### src/rtl/matrix_axi_bridge_pkg.sv
// Shared types and constants for the AXI4-Lite to matrix weight-port bridge.
// Holds the FSM encoding and the response/read-miss codes used by the bridge.
package matrix_axi_bridge_pkg;

  typedef enum logic [2:0] {
    IDLE     = 3'd0,
    WR_EXEC  = 3'd1,
    WR_RESP  = 3'd2,
    RD_SETUP = 3'd3,
    RD_CAPT  = 3'd4,
    RD_RESP  = 3'd5
  } state_t;

  localparam logic [1:0]  RESP_OKAY    = 2'b00;
  localparam logic [1:0]  RESP_SLVERR  = 2'b10;
  localparam logic [31:0] RD_MISS_DATA = 32'hAAAA_AAAA;

endpackage

### src/rtl/ising_addr_decode.sv
// Combinational split of a bridge byte address into matrix cell fields.
// Layout, LSB first: 2 ignored bits, d (L bits), s (L bits), vh, then guard bits.
module ising_addr_decode #(
  parameter int ADDR_W = 32,
  parameter int L      = 3
) (
  input  logic [ADDR_W-1:0] addr,
  output logic [L-1:0]      s,
  output logic [L-1:0]      d,
  output logic              vh,
  output logic              guard_err
);

  // Byte-lane bits carry no meaning for 32-bit word accesses.
  logic unused_byte_lane;
  assign unused_byte_lane = ^addr[1:0];

  assign d  = addr[2+L-1:2];
  assign s  = addr[2+2*L-1:2+L];
  assign vh = addr[2+2*L];

  generate
    if (ADDR_W > 2*L+3) begin : g_guard
      assign guard_err = |addr[ADDR_W-1:2*L+3];
    end else begin : g_no_guard
      assign guard_err = 1'b0;
    end
  endgenerate

endmodule

### src/rtl/matrix_axi_bridge.sv
// AXI4-Lite slave that turns single-beat accesses into matrix weight-port cycles.
// One transaction in flight; a complete write beats a concurrent read in IDLE.
module matrix_axi_bridge
  import matrix_axi_bridge_pkg::*;
#(
  parameter  int N      = 8,
  parameter  int ADDR_W = 32,
  localparam int L      = $clog2(N)
) (
  input  logic              clk,
  input  logic              axi_rstn,

  input  logic [ADDR_W-1:0] s_axi_awaddr,
  input  logic              s_axi_awvalid,
  output logic              s_axi_awready,
  input  logic [31:0]       s_axi_wdata,
  input  logic              s_axi_wvalid,
  output logic              s_axi_wready,
  output logic [1:0]        s_axi_bresp,
  output logic              s_axi_bvalid,
  input  logic              s_axi_bready,

  input  logic [ADDR_W-1:0] s_axi_araddr,
  input  logic              s_axi_arvalid,
  output logic              s_axi_arready,
  output logic [31:0]       s_axi_rdata,
  output logic [1:0]        s_axi_rresp,
  output logic              s_axi_rvalid,
  input  logic              s_axi_rready,

  output logic              m_wready,
  output logic              m_wr_match,
  output logic [L:0]        m_s_addr,
  output logic [L:0]        m_d_addr,
  output logic              m_vh,
  output logic [31:0]       m_wdata,
  input  logic [31:0]       m_rdata,

  output logic              busy
);

  state_t state_q, state_d;

  logic [L-1:0] aw_s, aw_d, ar_s, ar_d;
  logic         aw_vh, ar_vh, aw_guard, ar_guard;

  logic [L-1:0] s_q, d_q;
  logic         vh_q, guard_q;
  logic [31:0]  wdata_q, rdata_q;
  logic [1:0]   bresp_q, rresp_q;

  logic wr_hs, rd_hs;

  ising_addr_decode #(.ADDR_W(ADDR_W), .L(L)) u_aw_decode (
    .addr      (s_axi_awaddr),
    .s         (aw_s),
    .d         (aw_d),
    .vh        (aw_vh),
    .guard_err (aw_guard)
  );

  ising_addr_decode #(.ADDR_W(ADDR_W), .L(L)) u_ar_decode (
    .addr      (s_axi_araddr),
    .s         (ar_s),
    .d         (ar_d),
    .vh        (ar_vh),
    .guard_err (ar_guard)
  );

  // AW and W are only ever taken as a pair; the reset gate keeps every
  // ready low while axi_rstn is asserted even if a master holds valid high.
  assign wr_hs = axi_rstn && (state_q == IDLE) && s_axi_awvalid && s_axi_wvalid;
  assign rd_hs = axi_rstn && (state_q == IDLE) && s_axi_arvalid
                 && !(s_axi_awvalid && s_axi_wvalid);

  assign s_axi_awready = wr_hs;
  assign s_axi_wready  = wr_hs;
  assign s_axi_arready = rd_hs;

  // NOTE: every output of this block gets a default before the case, so no
  // path leaves state_d unassigned and no latch is inferred.
  always_comb begin
    state_d = state_q;
    case (state_q)
      IDLE: begin
        if (wr_hs)      state_d = WR_EXEC;
        else if (rd_hs) state_d = RD_SETUP;
      end
      WR_EXEC:  state_d = WR_RESP;
      WR_RESP:  if (s_axi_bready) state_d = IDLE;
      RD_SETUP: state_d = RD_CAPT;
      RD_CAPT:  state_d = RD_RESP;
      RD_RESP:  if (s_axi_rready) state_d = IDLE;
      default:  state_d = IDLE;
    endcase
  end

  // NOTE: sequential state uses non-blocking assignments only, so every
  // register samples pre-edge values regardless of block ordering.
  always_ff @(posedge clk or negedge axi_rstn) begin
    if (!axi_rstn) begin
      state_q <= IDLE;
    end else begin
      state_q <= state_d;
    end
  end

  // Datapath registers are few and drive outputs directly, so they are reset
  // to give all-zero outputs during reset.
  always_ff @(posedge clk or negedge axi_rstn) begin
    if (!axi_rstn) begin
      s_q     <= '0;
      d_q     <= '0;
      vh_q    <= 1'b0;
      guard_q <= 1'b0;
      wdata_q <= '0;
      bresp_q <= RESP_OKAY;
      rdata_q <= '0;
      rresp_q <= RESP_OKAY;
    end else begin
      if (wr_hs) begin
        s_q     <= aw_s;
        d_q     <= aw_d;
        vh_q    <= aw_vh;
        guard_q <= aw_guard;
        wdata_q <= s_axi_wdata;
      end else if (rd_hs) begin
        s_q     <= ar_s;
        d_q     <= ar_d;
        vh_q    <= ar_vh;
        guard_q <= ar_guard;
      end
      if (state_q == WR_EXEC) begin
        bresp_q <= guard_q ? RESP_SLVERR : RESP_OKAY;
      end
      if (state_q == RD_CAPT) begin
        rdata_q <= guard_q ? RD_MISS_DATA : m_rdata;
        rresp_q <= guard_q ? RESP_SLVERR : RESP_OKAY;
      end
    end
  end

  // Cell select spans the whole access window; the strobe only the write cycle.
  assign m_wr_match = !guard_q && ((state_q == WR_EXEC) || (state_q == RD_SETUP)
                                   || (state_q == RD_CAPT));
  assign m_wready   = !guard_q && (state_q == WR_EXEC);
  assign m_s_addr   = {1'b0, s_q};
  assign m_d_addr   = {1'b0, d_q};
  assign m_vh       = vh_q;
  assign m_wdata    = wdata_q;

  assign s_axi_bvalid = (state_q == WR_RESP);
  assign s_axi_bresp  = bresp_q;
  assign s_axi_rvalid = (state_q == RD_RESP);
  assign s_axi_rdata  = rdata_q;
  assign s_axi_rresp  = rresp_q;

  assign busy = (state_q != IDLE);

endmodule
### config.mk
export PLATFORM = sky130hd
export DESIGN_NAME = matrix_axi_bridge
export DESIGN_NICKNAME = d
export VERILOG_FILES = /design/src/rtl/matrix_axi_bridge_pkg.sv /design/src/rtl/ising_addr_decode.sv /design/src/rtl/matrix_axi_bridge.sv
export SDC_FILE = /design/constraint.sdc
export NUM_CORES = 1
export LEC_CHECK = 0
export ABC_CLOCK_PERIOD_IN_PS = 1900
export BUFFER_PORTS_ARGS = -buffer_cell sky130_fd_sc_hd__buf_2
export CORE_MARGIN = 2
export CORE_UTILIZATION = 42
export DETAILED_ROUTE_END_ITERATION = 10
export GPL_TIMING_DRIVEN = 1
export PLACE_DENSITY = 0.8
export SLEW_MARGIN = 20
export SYNTH_ARGS = -nofsm -noshare
export SYNTH_HDL_FRONTEND = slang
export SYNTH_SLANG_ARGS = --single-unit
### constraint.sdc
create_clock -name clk -period 1.9 [get_ports clk]
set_input_delay 0.285 -clock clk [delete_from_list [all_inputs] [get_ports clk]]
set_output_delay 0.285 -clock clk [all_outputs]
set_load 0.01 [all_outputs]
==> results.md <==
* Status: completed
* CTS H-tree lvls at 3
* Critical Path End Type: output port
* XOR/XNOR Fraction of Synth Area at 0%
* Initial antenna violation count at 1
* Core Region at 7730 sq um
* GR Util All Layers at about a fifth
* Reg2reg end: m_wdata[23]
* DR pass1 iterations at 4
* Register bit total from synthesis at 77
* CP Data Arrival Time at 1.50 ns
* Cells after DPL at slightly below 600
* Max-cap violation count at 0
* Clock root buffer: clkbuf_8
* Area contributors post-synth: dfrtp_1, mux2_2, o21ai_0
* Async S/R FF share, synth at 100%
* Top-Level Pins at between 200 and 250
* Main synth FF type: dfrtp_1
* Multiplexer share of the synthesized area at roughly 14%
* CTS Sinks at between 70 and 80
* Final slew viol count at 0
* WP data required at 1.62 ns
* Crit path launch type: flop
* Post-DR wirelength/cell at 13.9 um
* CTS max path bufs at 2
* Endpoints failing hold at 0
* Synth unique cells at 33
* Die area at 8740 sq um
* Reg2reg setup slack at 0.23 ns
* Top-count cell post-synth: dfrtp_1
* Yosys top cell area share at 57.3%
* GR Layer Usage met1 at between 20% and 30%
* Detail Placement HPWL at approximately 6.6 mm
* Die W at 93.5 um
* CP max FO at 12
* Global route hottest layer: met2
* Post-route DRC violation count at 0
* Met2 Use GR at a little over a third
* Post-synth EDFFs at 0
* CP cell instances: nor3_4 -> and4_4 -> buf_12 -> buf_2
* Buffers added on ports at 211
* Fin cells at 615
* TritonCTS clock tree: yes
* Synth warnings at 0
* Fin Hold WS at 0.172 ns
* Dpl cell area at 4460 sq um
* Worst-path clk slew at 0.08 ns
* Fin crit period at 1.79 ns
* Post-Synth Adder-Cell Area at 0%
* Post-synthesis cell area at around 3400 sq um
* WL final at 8.52 mm
* Total CTS buffers at 9
* Placer Congestion at 0.816
* Vias at between 2000 and 3000
* Total Nets Final at 643
* Power per cell area at 1400 nW/um^2
* Top Family by Delay on Critical Path: simple AND/OR/NAND/NOR gates
* Largest family of logic cells by synthesized area: simple AND/OR/NAND/NOR gates
* Post-DR vias/cell at around 4.7
* ANT nets after route at 0
* Area grow syn2layout at 41.6%
* Yosys top cell by area: dfrtp_1
* Starting density of the core at 43.5%
* Crit. path cell count at 4
* Maximum clock frequency at 560 MHz
* Leak at 2.42 nW
* Critical Path Sink: s_axi_wready
* Syn_area_per_cell at between 10 and 15 sq um
* Crit-path slowest cell: dfrtp_1
* CP max stage delay at slightly above 0.4 ns
* Critical R2R Launch: state_q[2]
* Die height at 93.5 um
* Row cnt at 32
* Most instantiated cells after synthesis: dfrtp_1, nand2_1, mux2_2
* First-pass GRT wire length at 13.2 mm
* Worst Clk Skew at around 0.013 ns
* Fraction of layout instances using a drive strength above 1 at 54.5%
* Worst skew pair latency at 0.34 ns
* Worst Tran Pin Value at between 0.8 and 0.9 ns
* Unrepaired setup endpoints after global routing: no
* CP bufs+invs at 2
* WS Path Type: reg -> out
* Post-synthesis compound-gate area fraction at under 10%
* Fraction of the mapped netlist area in simple logic gates at between 15 and 20%
* Setup TNS at 0 ns
* Register area share after synthesis at 57.3%
* Reg2Reg Depth at 4
* Maximum vdd drop at about 0.49 mV
* Worst Setup SP: state_q[2]
* Vias in the first global route at 2891
* Largest net degree at the start of global routing at 67
* Final setup viols at 0
* Cells after Synth at approximately 300
* Final instance area at 4760 sq um
* 1st-iter DRT viols at 85
* Tcrit/Tclk final at 94.1%
* Global route total overflow at 0
* Met3 Resource Use GR at 4.19%
* Slew headroom at 46.0%
* Hold WC Path Type: in -> reg
flip-flops by register name (all words and copies together) (netlist names):
register     count
m_wdata         32
s_axi_rdata     32
d_q              3
s_q              3
state_q          3
guard_q          1
m_vh             1
s_axi_bresp      1
s_axi_rresp      1
routing by layer:
layer | part of all wire [%] | up-vias
met4 | 3.0 | 0
met2 | 53 | 134
li1 | - | 1418
met3 | 6.8 | 19
met1 | 37 | 1326
met5 | 0 | -
cell usage in the layout, fill, tap and decap left out, drive strengths merged, types with 4 or more instances in the layout:
cell type	count
mux2i	8
conb	4
nor2	26
o21ai	32
nand2b	18
nand2	36
buf	220
clkbuf	12
nor4	10
mux2	34
a21oi	10
dfrtp	77
metrics by stage:
| stage | setup WS [ns] | util [%] | total power, W |
|---|---|---|---|
| after global placement | 0.247 | 57.8 | 0.00506 |
| after detailed placement | 0.185 | 57.8 | 0.00521 |
| after global routing | 0.00471 | 61.6 | 0.00711 |
| after floorplan | 0.267 | - | 0.00406 |
| final | 0.113 | 61.6 | 0.00664 |
| after CTS | 0.0335 | 61.3 | 0.00674 |
cell type report:
type	instances	area (sq um)
sequential	77	1930
inverter	1	3.75
fill	665	2970
clock inverter	4	95.1
clock buffer	11	151
antenna	1	2.50
multi-input combinational	197	1270
timing repair buffer	222	1190
tap	102	128
worst register-to-register path: stages, from the launching register on:
cell and delay [ns]:
dfrtp_1 0.41, nor3_4 0.20, and4_4 0.29, buf_4 0.28, mux2_2 0.38
logic make-up (layout without fill, tap and decap cells):
group           Yosys count  count (layout)
compound gates           45              45
buf+inv                  26             238
flops                    77              77
mux                      42              42
other cells               1               5
simple gates            106             106
worst min path at each step:
stage | cells after the start | slack (ns) | from | to
after floorplan | 0 | -0.01 | axi_rstn | d_q[0]
after global placement | 1 | 0.15 | axi_rstn | state_q[0]
after detailed placement | 1 | 0.15 | axi_rstn | state_q[0]
after CTS | 2 | 0.16 | s_axi_wdata[17] | m_wdata[17]
after global routing | 2 | 0.15 | s_axi_wdata[15] | m_wdata[15]
final | 2 | 0.17 | s_axi_wdata[17] | m_wdata[17]
power by group:
part / total (W) / switching, W / leakage, nW / internal, W
clock: 0.00150 / 0.000561 / 0.125 / 0.000936
sequential: 0.00270 / 0.000352 / 0.933 / 0.00235
combinational: 0.00244 / 0.00126 / 1.36 / 0.00119
total: 0.00664 / 0.00217 / 2.42 / 0.00447
repair_timing:
item,in CTS,in global routing
cloned,0,1
pin swaps,1,0
setup buffers,1,0
endpoints found under the setup margin,3,2
endpoints found under the hold margin,11,0
hold buffers,1,0
gates resized for setup,1,0
(Power assumes the default switching activity.)
